### config.mk
export PLATFORM = sky130hd
export DESIGN_NAME = sb_config_sequencer
export DESIGN_NICKNAME = d
export VERILOG_FILES = /design/src/rtl/sb_config_sequencer.sv
export SDC_FILE = /design/constraint.sdc
export NUM_CORES = 1
export LEC_CHECK = 0
export CAP_MARGIN = 10
export CORE_MARGIN = 4
export CORE_UTILIZATION = 46
export CTS_CLUSTER_DIAMETER = 30
export DETAILED_ROUTE_END_ITERATION = 10
export PLACE_DENSITY = 0.84
export SYNTH_ARGS = -nofsm -noshare
export SYNTH_HDL_FRONTEND = slang
export SYNTH_SLANG_ARGS = --single-unit
### constraint.sdc
create_clock -name clk -period 3.3 [get_ports clk]
set_input_delay 0.33 -clock clk [delete_from_list [all_inputs] [get_ports clk]]
set_output_delay 0.33 -clock clk [all_outputs]
set_load 0.01 [all_outputs]
### src/rtl/sb_config_sequencer.sv
// -----------------------------------------------------------------------------
// sb_config_sequencer
//
// Purpose:
//   Loads configuration words into an array of switch-box tiles. It accepts a
//   stream of (tile address, word) pairs over a valid/ready handshake. For each
//   accepted word it drives the word on config_data and pulses one bit of the
//   one-hot config_en for exactly one cycle. A session ends after
//   EXPECTED_WORDS successful writes.
//
// Ports:
//   clk          in   clock, all logic on the rising edge
//   reset        in   asynchronous, active-high reset
//   start        in   begins a load session (sampled in IDLE and DONE only)
//   cfg_valid    in   upstream word valid
//   cfg_ready    out  sequencer can accept a word (high only in ACCEPT)
//   cfg_addr     in   target tile index
//   cfg_word     in   configuration word
//   cfg_parity   in   odd parity over cfg_word (SB_CFG_PARITY_EN builds only)
//   config_data  out  broadcast word to all tiles (registered, holds last word)
//   config_en    out  one-hot write strobe (registered, one cycle per write)
//   busy         out  high in ACCEPT or WRITE
//   done         out  high in DONE
//   err          out  sticky: at least one word was dropped this session
//   word_count   out  words written this session
//
// Build option:
//   SB_CFG_PARITY_EN - when defined, adds cfg_parity. A word whose
//   ^{cfg_word, cfg_parity} is not 1 is dropped, the same way an
//   out-of-range address is dropped.
// -----------------------------------------------------------------------------
module sb_config_sequencer #(
  parameter int NUM_TILES      = 16,
  parameter int ADDR_W         = 4,
  parameter int CFG_W          = 32,
  parameter int EXPECTED_WORDS = 16
) (
  input  logic                 clk,
  input  logic                 reset,
  input  logic                 start,
  input  logic                 cfg_valid,
  output logic                 cfg_ready,
  input  logic [ADDR_W-1:0]    cfg_addr,
  input  logic [CFG_W-1:0]     cfg_word,
`ifdef SB_CFG_PARITY_EN
  input  logic                 cfg_parity,
`endif
  output logic [CFG_W-1:0]     config_data,
  output logic [NUM_TILES-1:0] config_en,
  output logic                 busy,
  output logic                 done,
  output logic                 err,
  output logic [7:0]           word_count
);

  localparam logic [1:0] S_IDLE   = 2'd0;
  localparam logic [1:0] S_ACCEPT = 2'd1;
  localparam logic [1:0] S_WRITE  = 2'd2;
  localparam logic [1:0] S_DONE   = 2'd3;

  // One extra bit so that NUM_TILES == 2**ADDR_W is still representable.
  localparam logic [ADDR_W:0] NUM_TILES_W = (ADDR_W + 1)'(NUM_TILES);
  localparam logic [7:0]      EXPECTED_W  = 8'(EXPECTED_WORDS);

  logic [1:0]           state_q, state_d;
  logic [7:0]           count_q, count_d;
  logic                 err_q, err_d;
  logic [NUM_TILES-1:0] en_q, en_d;
  logic [CFG_W-1:0]     data_q, data_d;
  logic                 ready_q, busy_q, done_q;

  logic [NUM_TILES-1:0] addr_onehot;
  logic                 addr_ok;
  logic                 parity_ok;
  logic                 word_ok;

  // The decoder covers only real tiles. Out-of-range addresses decode to all
  // zeros, but those words never reach WRITE in any case.
  for (genvar gi = 0; gi < NUM_TILES; gi++) begin : g_dec
    assign addr_onehot[gi] = (cfg_addr == ADDR_W'(gi));
  end

  assign addr_ok = ({1'b0, cfg_addr} < NUM_TILES_W);

`ifdef SB_CFG_PARITY_EN
  assign parity_ok = ^{cfg_word, cfg_parity};
`else
  assign parity_ok = 1'b1;
`endif

  assign word_ok = addr_ok & parity_ok;

  always_comb begin
    state_d = state_q;
    count_d = count_q;
    err_d   = err_q;
    en_d    = '0;
    data_d  = data_q;
    case (state_q)
      S_IDLE, S_DONE: begin
        if (start) begin
          state_d = S_ACCEPT;
          count_d = '0;
          err_d   = 1'b0;
        end
      end
      S_ACCEPT: begin
        // The handshake uses the registered ready. It equals (state == ACCEPT),
        // so a word presented while not ready is never taken.
        if (cfg_valid && ready_q) begin
          if (word_ok) begin
            state_d = S_WRITE;
            en_d    = addr_onehot;
            data_d  = cfg_word;
          end else begin
            err_d = 1'b1;
          end
        end
      end
      S_WRITE: begin
        count_d = count_q + 8'd1;
        state_d = (count_d == EXPECTED_W) ? S_DONE : S_ACCEPT;
      end
      default: state_d = S_IDLE;
    endcase
  end

  always_ff @(posedge clk or posedge reset) begin
    if (reset) begin
      state_q <= S_IDLE;
      count_q <= '0;
      err_q   <= 1'b0;
      en_q    <= '0;
      data_q  <= '0;
      ready_q <= 1'b0;
      busy_q  <= 1'b0;
      done_q  <= 1'b0;
    end else begin
      state_q <= state_d;
      count_q <= count_d;
      err_q   <= err_d;
      en_q    <= en_d;
      data_q  <= data_d;
      // Status flags are decoded from the next state. This keeps them
      // glitch-free registers that line up with state_q.
      ready_q <= (state_d == S_ACCEPT);
      busy_q  <= (state_d == S_ACCEPT) || (state_d == S_WRITE);
      done_q  <= (state_d == S_DONE);
    end
  end

  assign cfg_ready   = ready_q;
  assign config_en   = en_q;
  assign config_data = data_q;
  assign busy        = busy_q;
  assign done        = done_q;
  assign err         = err_q;
  assign word_count  = count_q;

endmodule

# Word level (Yosys, flattened, before mapping)
# Cells that the tools add are included.
# totals
ff_bits	61
inputBits	40
out_inout_bits	60
word_cells	47
# classes
n_addsub	1
n_eq_ne	23
mux	8
n_reduce_logical	8
# op_table
operator	count
== test 4 bit, second input constant	8
two-way mux 16 bit	2
== test 4 x 3 -> 1 bit, second input constant	4
one-hot mux 8 bit (2 select lines)	1
adder 8 x 1 -> 8 bit, second input constant	1
== test 2 bit, second input constant	4
== test 4 x 2 -> 1 bit, second input constant	2
== test 8 x 5 -> 1 bit, second input constant	1
two-way mux 8 bit	1
two-way mux 2 bit	3
one-hot mux 2 bit (3 select lines)	1
== test 2 x 1 -> 1 bit, second input constant	2
== test 4 x 1 -> 1 bit, second input constant	1
zero test 4 bit	1
AND reduction 2 bit	2
zero test 2 bit	1
!= test 2 bit, second input constant	1
nonzero test 2 bit	1
OR reduction 2 bit	1
logical AND 1 bit	1
logical OR 1 bit	1

# Logic depth before layout (Yosys ltp)
# Gate-level depths: netlist of run 1.
# depth
word_depth	6
mapped_depth	8

# Worst setup path before layout of run 1
# No wires, ideal clock.
# synth_timing
path_kind	reg2reg
start	register count_q[0], in the netlist word_count[0]
end	register busy_q, in the netlist busy
setup_time_ns	0.113
arrival_ns	1.727
slack_ns	1.461
path_stages_with_launch	8
cell_sequence	dfrtp_1 > ha_1 > nand3_1 > or3_1 > a21oi_2 > a41oi_1 > ha_1 > inv_1
# synth_between
elab_chain_len	6
elab_cells_between_ends	7
# synth_lines
element	line	text
from (decl)	66	logic [7:0] count_q, count_d;
from (signal assigned)	140	count_q <= count_d;
adder 8 x 1 -> 8 bit *	121	count_d = count_q + 8'd1;
== test 8 x 5 -> 1 bit *	122	state_d = (count_d == EXPECTED_W) ? S_DONE : S_ACCEPT;
two-way mux 2 bit *	122	
one-hot mux 2 bit (3 select lines) *	99	case (state_q)
== test 2 x 1 -> 1 bit or == test 2 bit (tied branches)	147	busy_q <= (state_d == S_ACCEPT) || (state_d == S_WRITE);
logical OR 1 bit *	147	
to (signal assigned)	147	
to (decl)	70	logic ready_q, busy_q, done_q;
# Every way passes the cells marked *; elsewhere a longest branch is shown, timed or not.
# A chain may end at the register's enable or synchronous reset.

# Worst setup path in the final report of run 1
# layout_timing
start	register state_q[0]
end	register busy_q, in the netlist busy
# layout_between
elab_chain_len	5
elab_cells_between_ends	11
# layout_lines
element	line	text
from (decl)	65	logic [1:0] state_q, state_d;
from (signal assigned)	139	state_q <= state_d;
== test 2 bit or zero test 2 bit (tied branches)	99	
OR reduction 2 bit	99	
one-hot mux 2 bit (3 select lines) *	99	
net state_d[0]	65	
== test 2 x 1 -> 1 bit or == test 2 bit (tied branches)	147	
logical OR 1 bit *	147	
# Mark *: on every way through the listed nets, which the timed path passes. The rest lies on a longest branch.

==> key figures, run 1 <==
Cells and area
  • Share of post-route cells with drive strength above 1: 19.1%
  • Final Util: slightly above 70%
  • # diodes: 0
  • Final Non-Filler Cells: between 300 and 400
  • Area delta synth->final: 51.9%
  • Multi-input logic area: 883 sq um
  • Final non-filler cell area: about 3700 sq um
  • Fillers: between 300 and 400
  • Most frequent cells in the layout: clkdlybuf4s50_1 (98), dfrtp_1 (61), mux2_2 (34)
  • Commonest non-fill, non-tap cell in the layout: clkdlybuf4s50_1
  • Area occupied by registers: 1530 sq um
  • Nets: 340

Global routing
  • Pin count of the biggest net entering global routing: 28
  • Initial antenna violation count: 0
  • Vias in the first global route: 1,933
  • First-pass GRT wire length: 9080 um
  • Total Routing Usage GR: 18.3%
  • GRT overflow: 0

Placed design
  • DP HPWL: 4100 um
  • I/O Buffers: 98
  • Placed inst area: 3520 sq um
  • Pre-CTS setup slack: around 1100 ps
  • Routability cong.: 0.777
  • Cells after DPL: 353

CTS
  • Setup Buffers After CTS: 0
  • # clock sinks: 61
  • CTS root buf: clkbuf_8
  • CTS Buffer Depth: 2
  • Max H-tree Level: 3
  • CTS tree: done
  • Worst-path clk slew: 60 ps
  • Cts hold-fix bufs: 0
  • TritonCTS Buffers: 9
  • Skew-Pair Late Insertion Delay: 320 ps
  • CTS resizes: 0

Critical path
  • Start of the worst register-to-register path: state_q[0]$_DFF_PP0_
  • Nature of the critical path startpoint: flop
  • Crit Path Max Fanout: 9
  • Reg-to-reg endpoint: busy$_DFF_PP0_
  • Worst EP required: roughly 3500 ps
  • Critical path arrival: 2330 ps
  • Worst setup EP type: flop
  • Register-to-Register Path Depth: 7
  • Reg2reg setup slack: 1190 ps
  • Critical path class: reg2reg

STA
  • FMAX: 475 MHz
  • Final period utilization: 63.9%
  • Worst Hold Slack: 232 ps
  • Worst Setup Slack, final: 1190 ps
  • Final setup fails: 0
  • Final Hold Viols: 0
  • Unrepaired setup endpoints after global routing: no
  • Min Clock Period, post-route: 2110 ps
  • Relative slew slack: 52.6%
  • Slew Viols, Final: 0
  • Slew @ Worst Pin: 706 ps
  • Setup TNS: 0 ps
  • Worst Clk Skew: roughly 7.2 ps

Logic synthesis
  • Netlist Area Pre-Place: 2460 sq um
  • Post-synthesis adder-cell area fraction: 3.05%
  • Mapped Avg Cell Area: 13.1 sq um
  • Syn nets: ~230
  • Sequential area share after synthesis: 62.1%
  • Syn Inst Count: 187
  • FF+latch count, synth: 61
  • Mux share of post-synthesis cell area: between 15 and 20%
  • Distinct cell type count after synthesis: 33
  • Main combinational cell family by area after synthesis: multiplexers
  • Total of warnings raised by yosys: 0
  • Post-synth top area cell: dfrtp_1
  • Synth top area share: 62.1%
  • Post-Synth Simple-Gate Area: 9.62%
  • Ranking of synthesized cells by area: dfrtp_1 (62%), mux2_2 (16%), ha_1 (3.1%)
  • Compound-Gate Fraction of Synth Area: approximately 6.5%
  • Synth Area in XOR/XNOR: 1.07%

Run
  • Maxcap violations: 0

Route
  • Post-route ant nets: 0
  • Vias per cell: ~5
  • Via count: 1,846
  • WL/cell: between 10 and 15 um
  • Total wire length: roughly 5500 um
  • DR DRC count: 0
  • DRT Pass-1 Iters: 4
  • 1st-iter DRT viols: 41

Floorplanning
  • Core area: ~5000 sq um
  • Initial core utilization: 47.8%
  • Die footprint: 6580 sq um
  • Die W: 81.1 um
  • Top-Level Pins: 100
  • Cell Rows: 26
  • Die outline height: 81.1 um

Pwr
  • Final Power: roughly 3.0 mW
  • Worst vdd ir: 0.532 mV
  • Power Dens Cells: 800 nW/um^2
  • Pleak: roughly 1.6 nW

Worst hold path
  • Hold WC Path Type: in2async

Outcome
  • Outcome: finished, final reports clean
==> synth_stat cells (all sizes together) <==
cell    count
a21o        2
nor3        7
nand2       9
nand3b      1
a32o        2
ha          6
dfrtp      61
and2b       1
nor2b       1
nand3       6
a22o        5
nand2b      3
a41o        1
inv         6
o21ai       4
a41oi       1
mux2       34
nor2       20
a211oi      1
clkbuf      1
buf         4
xnor2       2
xor2        1
or3         2
o32ai       1
conb        1
a21oi       4
==> power breakdown <==
group / total (mW) / internal [mW] / switching (mW)
sequential: 1.13 / 0.994 / 0.135
combinational: 1.18 / 0.688 / 0.493
clock: 0.680 / 0.410 / 0.270
==> worst max-delay path, stage by stage (launching register included) <==
cell,delay (ps)
dfrtp_1,360
inv_1,60
ha_1,370
nand2b_1,180
o21ai_1,430
a21oi_1,250
ha_1,330
inv_1,40
==> logic make-up (layout without fill, tap and decap cells) <==
group                    count (synthesis)  in the layout
multiplexers                            34             34
buffers and inverters                   11            123
adder cells (fa/ha/maj)                  6              6
flip-flops                              61             61
AND/OR/NAND/NOR                         50             50
AO/OA/AOI/OAI                           21             21
other                                    1              1
XOR/XNOR                                 3              3
==> final cells by class <==
class	count	area share, %
tap	70	2.35
clock inverter	3	1.14
multi-input combinational	115	23.7
timing repair buffer	101	26.9
sequential	61	40.9
inverter	6	0.603
clock buffer	13	4.52
==> worst max path at each step <==
stage                                  endpoint  slack (ps)                 start  cells past startpoint
floorplan                        busy$_DFF_PP0_        1460                 reset                      1
finish                           busy$_DFF_PP0_        1190  state_q[0]$_DFF_PP0_                      7
detailed placement  config_data[14]$_DFFE_PP0P_        1130             cfg_valid                      4
CTS                              busy$_DFF_PP0_        1200  state_q[0]$_DFF_PP0_                      7
global placement                 busy$_DFF_PP0_        1160                 start                      6
global route                     busy$_DFF_PP0_        1060  state_q[0]$_DFF_PP0_                      7
==> sequential cells by signal, indices dropped and copies added (netlist names) <==
name,cells
cfg_ready,1
state_q,2
word_count,8
config_data,32
done,1
busy,1
config_en,16
==> metal layers <==
metal / track usage, % / routed length (um) / vias up
li1: - / - / 867
met1: 22.4 / 2350 / 909
met2: 30.8 / 2760 / 63
met3: 4.55 / 342 / 7
met4: 7.60 / 64 / 0
met5: 0 / 0 / -
(Power assumes the default switching activity.)
==> inputs of run 2 (changes only) <==
CORE_UTILIZATION = 39   (was 46)
PLACE_DENSITY = 0.75   (was 0.84)
clock period = 1.8 ns   (was 3.3 ns; I/O delays follow)
==> run 2 against run 1 <==
- non-clock buffer count increased by 7
- routed wire length increased by 3.0%
- core utilization decreased by 9.1 points
- cell count increased by 3.0%
- die area increased by 16%
- critical path type unchanged
- largest cell class unchanged
==> key figures, run 2 (synthesis gave the netlist of run 1 again) <==
Floorplanning
  • Core area: 6030 sq um (+17%)
  • Top-Level Pins: 100 (unchanged)
  • Die footprint: 7640 sq um (+16%)
  • Die outline height: 87.4 um (+7.8%)
  • Die W: 87.4 um (+7.8%)
  • Initial core utilization: 40.8% (-7.0 points)
  • Cell Rows: 28 (+7.7%)

Critical path
  • Register-to-Register Path Depth: 7 (unchanged)
  • CP top delay family: adder cells
  • Worst EP required: 2010 ps (-1510 ps)
  • Crit Path Max Fanout: 3 (-6)
  • Critical path class: reg2reg
  • Reg-to-reg endpoint: busy$_DFF_PP0_
  • Slowest stage cell, crit path: dfrtp_1
  • Max incr delay on CP: 360 ps (-70 ps)
  • Crit path cell chain: ha_2 -> nand3_2 -> or3_1 -> a21oi_2 -> a41oi_2 -> ha_1 -> inv_1
  • Critical path arrival: 1910 ps (-420 ps)
  • Nature of the critical path startpoint: flop
  • Reg2reg setup slack: 110 ps (-1080 ps)
  • Start of the worst register-to-register path: word_count[1]$_DFFE_PP0P_
  • CP bufs+invs: 1 (-1)
  • Worst setup EP type: flop

Pwr
  • Worst vdd ir: 0.913 mV (+72%)
  • Final Power: 5.40 mW (+81%)
  • Sequential Power Share: 37.7% (about the same)
  • Clock power frac: 18.5% (-4.2 points)
  • Power Dens Cells: 1410 nW/um^2 (+76%)
  • Sw Share: 30.8% (+0.77 points)
  • Switching pwr: 1.66 mW (+85%)
  • Combinational power share: 43.8% (+4.3 points)
  • Pint: 3.74 mW (+79%)
  • Pleak: 1.66 nW (+1.7%)

Route
  • Post-route ant nets: 0 (unchanged)
  • Total wire length: 5680 um (+3.0%)
  • DRT Pass-1 Iters: 5 (+1)
  • Via count: 1,828 (-0.98%)
  • DR DRC count: 0 (unchanged)
  • WL/cell: 15.0 um (about the same)
  • Vias per cell: 4.81 (-3.8%)
  • 1st-iter DRT viols: 47 (+15%)

STA
  • Final period utilization: 94.0% (+30 points)
  • Min Clock Period, post-route: 1690 ps (-416 ps)
  • Slew Viols, Final: 0 (unchanged)
  • Worst Clk Skew: 6.42 ps (-0.825 ps)
  • Unrepaired setup endpoints after global routing: no
  • FMAX: 591 MHz (+25%)
  • Final Hold Viols: 0 (unchanged)
  • Setup TNS: 0 ps (unchanged)
  • Final setup fails: 0 (unchanged)

CTS
  • Skew-Pair Late Insertion Delay: 320 ps (about the same)
  • Worst-path clk slew: 70 ps (about the same)
  • TritonCTS Buffers: 9 (unchanged)
  • # clock sinks: 61 (unchanged)
  • CTS root buf: clkbuf_8
  • Cts hold-fix bufs: 0 (unchanged)
  • CTS Buffer Depth: 2 (unchanged)
  • Max H-tree Level: 3 (unchanged)
  • CTS tree: done

Placed design
  • I/O Buffers: 98 (unchanged)
  • DP HPWL: 4210 um (+2.8%)
  • Routability cong.: 0.804 (+3.5%)

Cells and area
  • Nets: 347 (+2.1%)
  • # diodes: 0 (unchanged)
  • Largest register FFs: 32 (unchanged)
  • Commonest non-fill, non-tap cell in the layout: clkdlybuf4s50_1
  • Most frequent cells in the layout: clkdlybuf4s50_1 (98), dfrtp_1 (56), mux2_2 (34)
  • Share of post-route cells with drive strength above 1: 25.2% (+6.2 points)
  • Area delta synth->final: 55.7%

Global routing
  • GRT overflow: 0 (unchanged)
  • GRT met3 Usage: 5.30% (+0.75 points)
  • First-pass GRT wire length: 9190 um (+1.2%)
  • Met2 Use GR: 24.7% (-6.1 points)
  • Most crowded layer after global routing: met2
  • Vias in the first global route: 1,911 (-1.1%)
  • GR Layer Usage met1: 19.7% (-2.7 points)
  • Total Routing Usage GR: 15.7% (-2.6 points)
  • Initial antenna violation count: 0 (unchanged)
  • Pin count of the biggest net entering global routing: 36 (+29%)

Worst hold path
  • Hold WC Path Type: in2async

Outcome
  • Outcome: finished, final reports clean

Run
  • Maxcap violations: 0 (unchanged)
## run 2: cell count changes in the layout (fill, tap and decap cells not counted), moves of 2 or more
cell      delta
a21oi_1      -2
a21oi_2      +2
buf_4        +6
clkbuf_1     +2
clkbuf_8     -2
dfrtp_1      -5
dfrtp_2      +5
## run 2: routing by layer
metal / up-vias / part of all wire [%]
li1: 877 / -
met1: 874 / 42
met2: 68 / 48
met3: 9 / 8.5
met4: 0 / 1.7
met5: - / 0
## run 2: worst max-delay path by stage
stage                               from                         to  slack (ps)  depth (start not counted)
2_1_floorplan  word_count[1]$_DFFE_PP0P_             busy$_DFF_PP0_         -30                          7
3_3_place_gp        state_q[0]$_DFF_PP0_  word_count[2]$_DFFE_PP0P_         120                          6
3_5_place_dp        state_q[1]$_DFF_PP0_  word_count[5]$_DFFE_PP0P_          60                          5
4_1_cts             state_q[1]$_DFF_PP0_  word_count[5]$_DFFE_PP0P_          50                          5
5_1_grt        word_count[0]$_DFFE_PP0P_             busy$_DFF_PP0_          30                          7
6_report       word_count[1]$_DFFE_PP0P_             busy$_DFF_PP0_         110                          7
## run 2: power by group through the flow
| stage | clock (mW) | combinational, mW | sequential, mW |
|---|---|---|---|
| 2_1_floorplan | 0 | 0.848 | 2.27 |
| 3_5_place_dp | 0 | 2.34 | 2.06 |
| 3_3_place_gp | 0 | 2.30 | 2.04 |
| 4_1_cts | 1.04 | 2.35 | 2.04 |
| 5_1_grt | 1.11 | 2.58 | 2.10 |
| 6_report | 1.00 | 2.36 | 2.03 |
## run 2: area by class of cell
| cell class | instances | area, sq um |
|---|---|---|
| repair buffers | 108 | 1070 |
| well taps | 75 | 93.8 |
| multi-input cells | 115 | 947 |
| flip-flops and latches | 61 | 1530 |
| clock inverters | 2 | 10.0 |
| clock buffers | 13 | 149 |
| fillers | 480 | 2200 |
| inverters | 6 | 26.3 |
## run 2: stage by stage
step                utilization [%]  std cells  cell area [sq um]  hold WS, ps  setup WS [ps]
floorplan                         -        187               2460          251          -27.4
global placement               59.7        365               3600          485            125
detailed placement             59.7        365               3600          492           60.4
CTS                            62.4        380               3760          302           52.1
global route                   63.5        380               3830          331           27.9
finish                         63.5        380               3830          304            108
## run 2: repair_timing
item / CTS / global route
buffers inserted: 0 / 0
hold endpoints to repair: 0 / 0
setup endpoints to repair: 0 / 4
resized for setup: 0 / 18
## run 2: worst reg2reg max path: stages (launching register included)
cell and delay, ps:
dfrtp_1 360, ha_2 200, nand3_2 90, or3_1 330, a21oi_2 170, a41oi_2 130, ha_1 280, inv_1 30
